<file path="config.mk">
export PLATFORM = sky130hd
export DESIGN_NAME = musa_control_fsm
export DESIGN_NICKNAME = d
export VERILOG_FILES = /design/src/rtl/musa_control_fsm.sv
export SDC_FILE = /design/constraint.sdc
export NUM_CORES = 1
export LEC_CHECK = 0
export BUFFER_PORTS_ARGS = -buffer_cell sky130_fd_sc_hd__buf_2
export CAP_MARGIN = 0
export CORE_MARGIN = 2
export CORE_UTILIZATION = 53
export CTS_CLUSTER_DIAMETER = 100
export DETAILED_ROUTE_END_ITERATION = 7
export PLACE_DENSITY = 0.92
export SLEW_MARGIN = 15
export SYNTH_ARGS = -nofsm -noshare
export SYNTH_HDL_FRONTEND = slang
export SYNTH_SLANG_ARGS = --single-unit
</file>
<file path="constraint.sdc">
create_clock -name clk -period 3.9 [get_ports clk]
set_input_delay 0.195 -clock clk [delete_from_list [all_inputs] [get_ports clk]]
set_output_delay 0.195 -clock clk [all_outputs]
set_load 0.02 [all_outputs]
</file>
<file path="src/rtl/musa_control_fsm.sv">
// MUSA multicycle control unit: latches the opcode of each accepted instruction,
// sequences FETCH/DECODE/EXEC/MEM/WB/HALT, and drives registered datapath controls.
module musa_control_fsm #(
    parameter int unsigned DATA_WIDTH = 32
) (
    input  logic                  clk,
    input  logic                  rst_n,
    input  logic [DATA_WIDTH-1:0] instruction,
    input  logic                  instr_valid,
    input  logic                  mem_ready,
    output logic                  reg_dst,
    output logic                  mem_read,
    output logic                  mem_to_reg,
    output logic [2:0]            alu_op,
    output logic                  mem_write,
    output logic                  reg_write,
    output logic [1:0]            data_a_s,
    output logic [1:0]            data_b_s,
    output logic [2:0]            pc_src,
    output logic                  push,
    output logic                  pop,
    output logic                  ir_load,
    output logic                  pc_write,
    output logic                  halted,
    output logic                  illegal_op
);

    // Opcode encodings (instruction[31:26])
    localparam logic [5:0] OP_RTYPE = 6'h00;
    localparam logic [5:0] OP_ADDI  = 6'h08;
    localparam logic [5:0] OP_SUBI  = 6'h09;
    localparam logic [5:0] OP_ANDI  = 6'h0C;
    localparam logic [5:0] OP_ORI   = 6'h0D;
    localparam logic [5:0] OP_CMP   = 6'h10;
    localparam logic [5:0] OP_BRFL  = 6'h11;
    localparam logic [5:0] OP_JPC   = 6'h12;
    localparam logic [5:0] OP_JR    = 6'h13;
    localparam logic [5:0] OP_CALL  = 6'h14;
    localparam logic [5:0] OP_RET   = 6'h15;
    localparam logic [5:0] OP_LW    = 6'h23;
    localparam logic [5:0] OP_SW    = 6'h2B;
    localparam logic [5:0] OP_HALT  = 6'h3F;

    localparam logic [2:0] PC_SEQ = 3'b010;

    typedef enum logic [2:0] {
        StFetch,
        StDecode,
        StExec,
        StMem,
        StWb,
        StHalt
    } state_e;

    state_e      r_state, w_state_nxt;
    // Only the opcode drives sequencing; R-type functs (incl. MULT/DIV) share one ALU class.
    logic [5:0]  r_opcode;
    logic [5:0]  w_in_op;
    logic        w_unused;

    logic        r_reg_dst, r_mem_read, r_mem_to_reg, r_mem_write, r_reg_write;
    logic        r_push, r_pop, r_ir_load, r_pc_write, r_halted, r_illegal_op;
    logic [2:0]  r_alu_op, r_pc_src;
    logic [1:0]  r_a_s, r_b_s;

    logic        w_reg_dst, w_mem_read, w_mem_to_reg, w_mem_write, w_reg_write;
    logic        w_push, w_pop, w_ir_load, w_pc_write, w_halted, w_illegal_op;
    logic [2:0]  w_alu_op, w_pc_src;
    logic [1:0]  w_a_s, w_b_s;

    assign w_in_op  = instruction[31:26];
    assign w_unused = ^instruction;

    function automatic logic f_legal(input logic [5:0] op);
        case (op)
            OP_RTYPE, OP_ADDI, OP_SUBI, OP_ANDI, OP_ORI, OP_CMP, OP_BRFL, OP_JPC,
            OP_JR, OP_CALL, OP_RET, OP_LW, OP_SW, OP_HALT: f_legal = 1'b1;
            default:                                       f_legal = 1'b0;
        endcase
    endfunction

    // State and opcode register
    always_ff @(posedge clk or negedge rst_n) begin
        if (!rst_n) begin
            r_state  <= StFetch;
            r_opcode <= 6'h00;
        end else begin
            r_state <= w_state_nxt;
            if (r_state == StFetch && instr_valid) r_opcode <= w_in_op;
        end
    end

    // Next-state sequencing
    always_comb begin
        w_state_nxt = r_state;
        unique case (r_state)
            StFetch:  if (instr_valid) w_state_nxt = StDecode;
            StDecode: w_state_nxt = f_legal(r_opcode) ? StExec : StFetch;
            StExec: begin
                case (r_opcode)
                    OP_RTYPE, OP_ADDI, OP_SUBI, OP_ANDI, OP_ORI: w_state_nxt = StWb;
                    OP_LW, OP_SW:                                w_state_nxt = StMem;
                    OP_HALT:                                     w_state_nxt = StHalt;
                    default:                                     w_state_nxt = StFetch;
                endcase
            end
            StMem:    if (mem_ready) w_state_nxt = (r_opcode == OP_LW) ? StWb : StFetch;
            StWb:     w_state_nxt = StFetch;
            StHalt:   w_state_nxt = StHalt;
            default:  w_state_nxt = StFetch;
        endcase
    end

    // Next value of every output, so each one is registered into the state it belongs to.
    // Strobes default low; selectors hold unless the instruction is entering EXEC or FETCH.
    always_comb begin
        w_reg_dst    = r_reg_dst;
        w_mem_to_reg = r_mem_to_reg;
        w_alu_op     = r_alu_op;
        w_a_s        = r_a_s;
        w_b_s        = r_b_s;
        w_pc_src     = r_pc_src;
        w_mem_read   = 1'b0;
        w_mem_write  = 1'b0;
        w_reg_write  = 1'b0;
        w_push       = 1'b0;
        w_pop        = 1'b0;
        w_ir_load    = 1'b0;
        w_pc_write   = 1'b0;
        w_halted     = 1'b0;
        w_illegal_op = 1'b0;
        unique case (r_state)
            StFetch: begin
                if (instr_valid) begin
                    w_ir_load = 1'b1;
                    // Illegal opcodes are flagged in DECODE, which is decoded from the input here
                    if (!f_legal(w_in_op)) begin
                        w_illegal_op = 1'b1;
                        w_pc_write   = 1'b1;
                        w_pc_src     = PC_SEQ;
                    end
                end
            end
            StDecode: begin
                w_reg_dst    = 1'b0;
                w_mem_to_reg = 1'b0;
                w_alu_op     = 3'b000;
                w_a_s        = 2'b00;
                w_b_s        = 2'b00;
                case (r_opcode)
                    OP_RTYPE: begin
                        w_reg_dst = 1'b1; w_alu_op = 3'b010; w_a_s = 2'b10; w_b_s = 2'b01;
                        w_pc_src  = PC_SEQ;
                    end
                    OP_ADDI: begin w_alu_op = 3'b000; w_a_s = 2'b10; w_pc_src = PC_SEQ; end
                    OP_SUBI: begin w_alu_op = 3'b001; w_a_s = 2'b10; w_pc_src = PC_SEQ; end
                    OP_ANDI: begin w_alu_op = 3'b011; w_a_s = 2'b10; w_pc_src = PC_SEQ; end
                    OP_ORI:  begin w_alu_op = 3'b100; w_a_s = 2'b10; w_pc_src = PC_SEQ; end
                    OP_LW:   begin w_a_s = 2'b10; w_mem_to_reg = 1'b1; w_pc_src = PC_SEQ; end
                    OP_SW:   begin w_a_s = 2'b10; w_pc_src = PC_SEQ; end
                    OP_CMP: begin
                        w_alu_op = 3'b110; w_a_s = 2'b10; w_b_s = 2'b01;
                        w_pc_src = PC_SEQ; w_pc_write = 1'b1;
                    end
                    OP_BRFL: begin
                        w_alu_op = 3'b101; w_a_s = 2'b10; w_pc_src = 3'b001; w_pc_write = 1'b1;
                    end
                    OP_JPC:  begin w_b_s = 2'b10; w_pc_src = 3'b011; w_pc_write = 1'b1; end
                    OP_JR:   begin w_pc_src = 3'b001; w_pc_write = 1'b1; end
                    OP_CALL: begin w_push = 1'b1; w_pc_src = 3'b001; w_pc_write = 1'b1; end
                    OP_RET:  begin w_pop = 1'b1; w_pc_src = 3'b000; w_pc_write = 1'b1; end
                    OP_HALT: w_pc_src = 3'b100;
                    default: ;
                endcase
            end
            StExec: begin
                unique case (w_state_nxt)
                    StWb: begin
                        w_reg_write = 1'b1;
                        w_pc_write  = 1'b1;
                    end
                    StMem: begin
                        w_mem_read  = (r_opcode == OP_LW);
                        w_mem_write = (r_opcode == OP_SW);
                    end
                    StHalt: w_halted = 1'b1;
                    default: begin
                        w_reg_dst    = 1'b0;
                        w_mem_to_reg = 1'b0;
                        w_alu_op     = 3'b000;
                        w_a_s        = 2'b00;
                        w_b_s        = 2'b00;
                    end
                endcase
            end
            StMem: begin
                if (!mem_ready) begin
                    w_mem_read  = (r_opcode == OP_LW);
                    w_mem_write = (r_opcode == OP_SW);
                end else if (r_opcode == OP_LW) begin
                    w_reg_write = 1'b1;
                    w_pc_write  = 1'b1;
                end else begin
                    // SW completes: the PC update lands in the first FETCH cycle
                    w_pc_write   = 1'b1;
                    w_reg_dst    = 1'b0;
                    w_mem_to_reg = 1'b0;
                    w_alu_op     = 3'b000;
                    w_a_s        = 2'b00;
                    w_b_s        = 2'b00;
                end
            end
            StWb: begin
                w_reg_dst    = 1'b0;
                w_mem_to_reg = 1'b0;
                w_alu_op     = 3'b000;
                w_a_s        = 2'b00;
                w_b_s        = 2'b00;
            end
            StHalt:  w_halted = 1'b1;
            default: ;
        endcase
    end

    // Output registers; async reset drops every strobe immediately
    always_ff @(posedge clk or negedge rst_n) begin
        if (!rst_n) begin
            r_reg_dst    <= 1'b0;
            r_mem_read   <= 1'b0;
            r_mem_to_reg <= 1'b0;
            r_alu_op     <= 3'b000;
            r_mem_write  <= 1'b0;
            r_reg_write  <= 1'b0;
            r_a_s        <= 2'b00;
            r_b_s        <= 2'b00;
            r_pc_src     <= PC_SEQ;
            r_push       <= 1'b0;
            r_pop        <= 1'b0;
            r_ir_load    <= 1'b0;
            r_pc_write   <= 1'b0;
            r_halted     <= 1'b0;
            r_illegal_op <= 1'b0;
        end else begin
            r_reg_dst    <= w_reg_dst;
            r_mem_read   <= w_mem_read;
            r_mem_to_reg <= w_mem_to_reg;
            r_alu_op     <= w_alu_op;
            r_mem_write  <= w_mem_write;
            r_reg_write  <= w_reg_write;
            r_a_s        <= w_a_s;
            r_b_s        <= w_b_s;
            r_pc_src     <= w_pc_src;
            r_push       <= w_push;
            r_pop        <= w_pop;
            r_ir_load    <= w_ir_load;
            r_pc_write   <= w_pc_write;
            r_halted     <= w_halted;
            r_illegal_op <= w_illegal_op;
        end
    end

    assign reg_dst    = r_reg_dst;
    assign mem_read   = r_mem_read;
    assign mem_to_reg = r_mem_to_reg;
    assign alu_op     = r_alu_op;
    assign mem_write  = r_mem_write;
    assign reg_write  = r_reg_write;
    assign data_a_s   = r_a_s;
    assign data_b_s   = r_b_s;
    assign pc_src     = r_pc_src;
    assign push       = r_push;
    assign pop        = r_pop;
    assign ir_load    = r_ir_load;
    assign pc_write   = r_pc_write;
    assign halted     = r_halted;
    assign illegal_op = r_illegal_op;

endmodule

</file>
==> out/results.txt <==
DR vias/cell - 5.549
Die Ht - 60.06 um
Data arrival time of the critical path - 2.64 ns
Final clock skew - 0.007404 ns
Hold Crit Start - instruction[26]
RSZ-0062 raised after global routing - false
Worst-Margin Slew - 0.6131 ns
Largest net degree at the start of global routing - 30
FP Rows - 20
Via count - 1404
Fin nets - 244
# diodes - 0
I/O Pins - 57
Post-Route WL - 3252 um
CTS tree - built
R2R cell count - 5
Yosys reg bits - 29
Post-CTS resize count - 0
Adder-Cell Fraction of Synth Area - 0%
Fin. max-slew vios - 0
Reg-to-reg startpoint - r_opcode[2]
Tightest Hold Check Type - input port to flip-flop
Fmax achieved - 412.4 MHz
Max Root-Sink Buffers - 2
Antenna violations before repair - 0
WHS Endpoint - r_opcode[0]
Xor and xnor area share after synthesis - 1.578%
Drt pass-1 iters - 4
Largest family of logic cells by synthesized area - simple AND/OR/NAND/NOR gates
Worst Path Max Fanout - 18
Root buf cell - clkbuf_4
Final setup vio count - 0
Max Cap Violations - 0
H-tree depth - 2
Detail Route Antenna Nets - 0
Distinct cells, synth - 50
Period utilization - 62.18%
Crit path kind - flip-flop to flip-flop
Share of layout cells above drive strength 1 - 24.40%
Syn nets - 220
Largest register FFs - 6
DIE AREA - 0.003607 mm2
Crit-path leading delay family - compound AO/OA/AOI/OAI gates
Reg2Reg Setup Slack - 1.48 ns
Max rail drop VDD - 0.3462 mV
Synth Area in Simple Gates - 25.17%
CP peak stage delay - 0.74 ns
Most frequent cells in the layout - buf_2, dfrtp_1, nand2_1, nor2_1, a21oi_1
Area delta synth->final - 12.62%
Top_reg_cell synth - dfrtp_1
Placed cell area - 0.001795 mm2
Seq/Total Area, Yosys - 43.65%
Reg2Reg Capture Point - reg_dst
RD Place Congestion - 0.8972
WHS Path Cells - 3
Min Tclk post-route - 2.425 ns
Pleak - 0.9281 nW
Number of global-route vias before repair - 1252
Num CTS Buffers - 5
GRT Util Overall - 21.06%
DP Wirelength - 2361 um
Clk slew on worst S/H paths - 0.09 ns
Initial Utilization - 55.00%
Final Hold Fails - 0
Syn avg cell area - 9.051 um2
Post-synthesis cell count - 184
Power per cell area - 739.5 mW/mm2
Mapped Area - 0.001665 mm2
Total gr overflow - 0
Post-synthesis mux area share - 7.213%
DP Worst Slack - 1.507 ns
Worst slew margin - 59.13%
PortBufs - 29
Ys Warns - 0
Clock sink count - 29
Slowest CP cell - dfrtp_1
CP Data Required Time - 4.11 ns
Design area - 0.001876 mm2
WP buf/inv - 0
Clk Latency, worst-skew pair - 0.33 ns
Biggest register - r_opcode
CORE AREA - 0.003028 mm2
Post-synth EDFFs - 0
Global-route wire length before repair - 5554 um
# DRC - 0
Die width - 60.06 um
Status - finished clean
Final WS setup - 1.475 ns
Initial DRC Count - 62
Commonest non-fill, non-tap cell in the layout - buf_2
Wirelength per Cell - 12.85 um
Critical Path End Type - flip-flop
Worst-path cell chain - or2_1, nor2_1, o32ai_1, o21a_1, mux2_4
Asr flop ratio synth - 100.0%
Worst Setup Start Kind - flip-flop
Fin Setup TNS - 0 ns
Synth Area in Compound Gates - 15.93%
## metrics by stage
step	cells	util [%]	total power, mW	hold slack (ns)
6_report	253	61.94	1.387	0.09147
2_1_floorplan	184	-	1.064	-0.1006
5_1_grt	253	61.94	1.499	0.1115
4_1_cts	253	61.94	1.391	0.08259
3_3_place_gp	244	59.30	1.164	0.2371
3_5_place_dp	244	59.30	1.185	0.2463
## final cells by class
cell class              instances  area, um2
flip-flops and latches         29      726.9
well taps                      44      55.05
clock inverters                 1      5.005
clock buffers                   7      65.06
repair buffers                 30      155.1
fillers                       269       1152
multi-input cells             133      834.6
inverters                       9      33.78
## cells in the mapped netlist, types with 2 or more instances
library cell / count / share of area [%]
dfrtp_1: 28 / 42
nand2_1: 24 / 5.4
nor2_1: 17 / 3.8
a21oi_1: 9 / 2.7
clkbuf_1: 8 / 1.8
inv_1: 8 / 1.8
mux2_4: 8 / 7.2
o21ai_0: 7 / 2.1
nand2b_1: 5 / 1.9
nor2b_1: 5 / 1.9
nor3_1: 5 / 1.5
and3_1: 4 / 1.5
nand3_1: 4 / 1.2
or3_1: 4 / 1.5
a31oi_1: 3 / 1.1
o22ai_1: 3 / 1.1
o31ai_1: 3 / 1.4
xnor2_1: 3 / 1.6
buf_2: 2 / 0.60
buf_6: 2 / 1.4
nand3b_1: 2 / 0.90
or2_2: 2 / 0.75
## cell families after synthesis
logic type | Yosys count
multiplexers | 8
XOR/XNOR | 3
flip-flops | 29
other | 1
AO/OA/AOI/OAI | 39
AND/OR/NAND/NOR | 82
buffers and inverters | 22
## worst register-to-register path: cells and delay by family, from the launching register on
kind               cells  cell delay [ns]
AOI/OAI and AO/OA      2             0.75
DFF                    1             0.74
and+or+nand+nor        2             0.47
muxes                  1             0.35
## what timing repair did
action,CTS,global route
endpoints found under the hold margin,28,0
hold buffers,1,0
setup buffers,0,0
## routing by layer
layer	up-vias	part of all wire (%)	track usage, %
met2	39	48	33.70
met5	-	0	0
met1	664	45	26.34
li1	694	-	-
met4	0	2.6	12.38
met3	7	4.3	3.896
## power breakdown
| group | leakage (nW) | internal [mW] | switching, mW |
|---|---|---|---|
| Sequential | 0.384 | 0.395 | 0.158 |
| Combinational | 0.503 | 0.277 | 0.351 |
| Clock | 0.0413 | 0.104 | 0.102 |
## worst max-delay path by stage
stage          cells after the start  slack, ns        end        start
5_1_grt                            5       1.32    reg_dst  r_opcode[2]
3_3_place_gp                       5       1.56  alu_op[2]  r_opcode[2]
3_5_place_dp                       5       1.51    reg_dst  r_opcode[2]
2_1_floorplan                      7       1.90  alu_op[0]  r_opcode[2]
4_1_cts                            5       1.49    reg_dst  r_opcode[2]
6_report                           5       1.48    reg_dst  r_opcode[2]
Power figures use the tool's default switching activity.
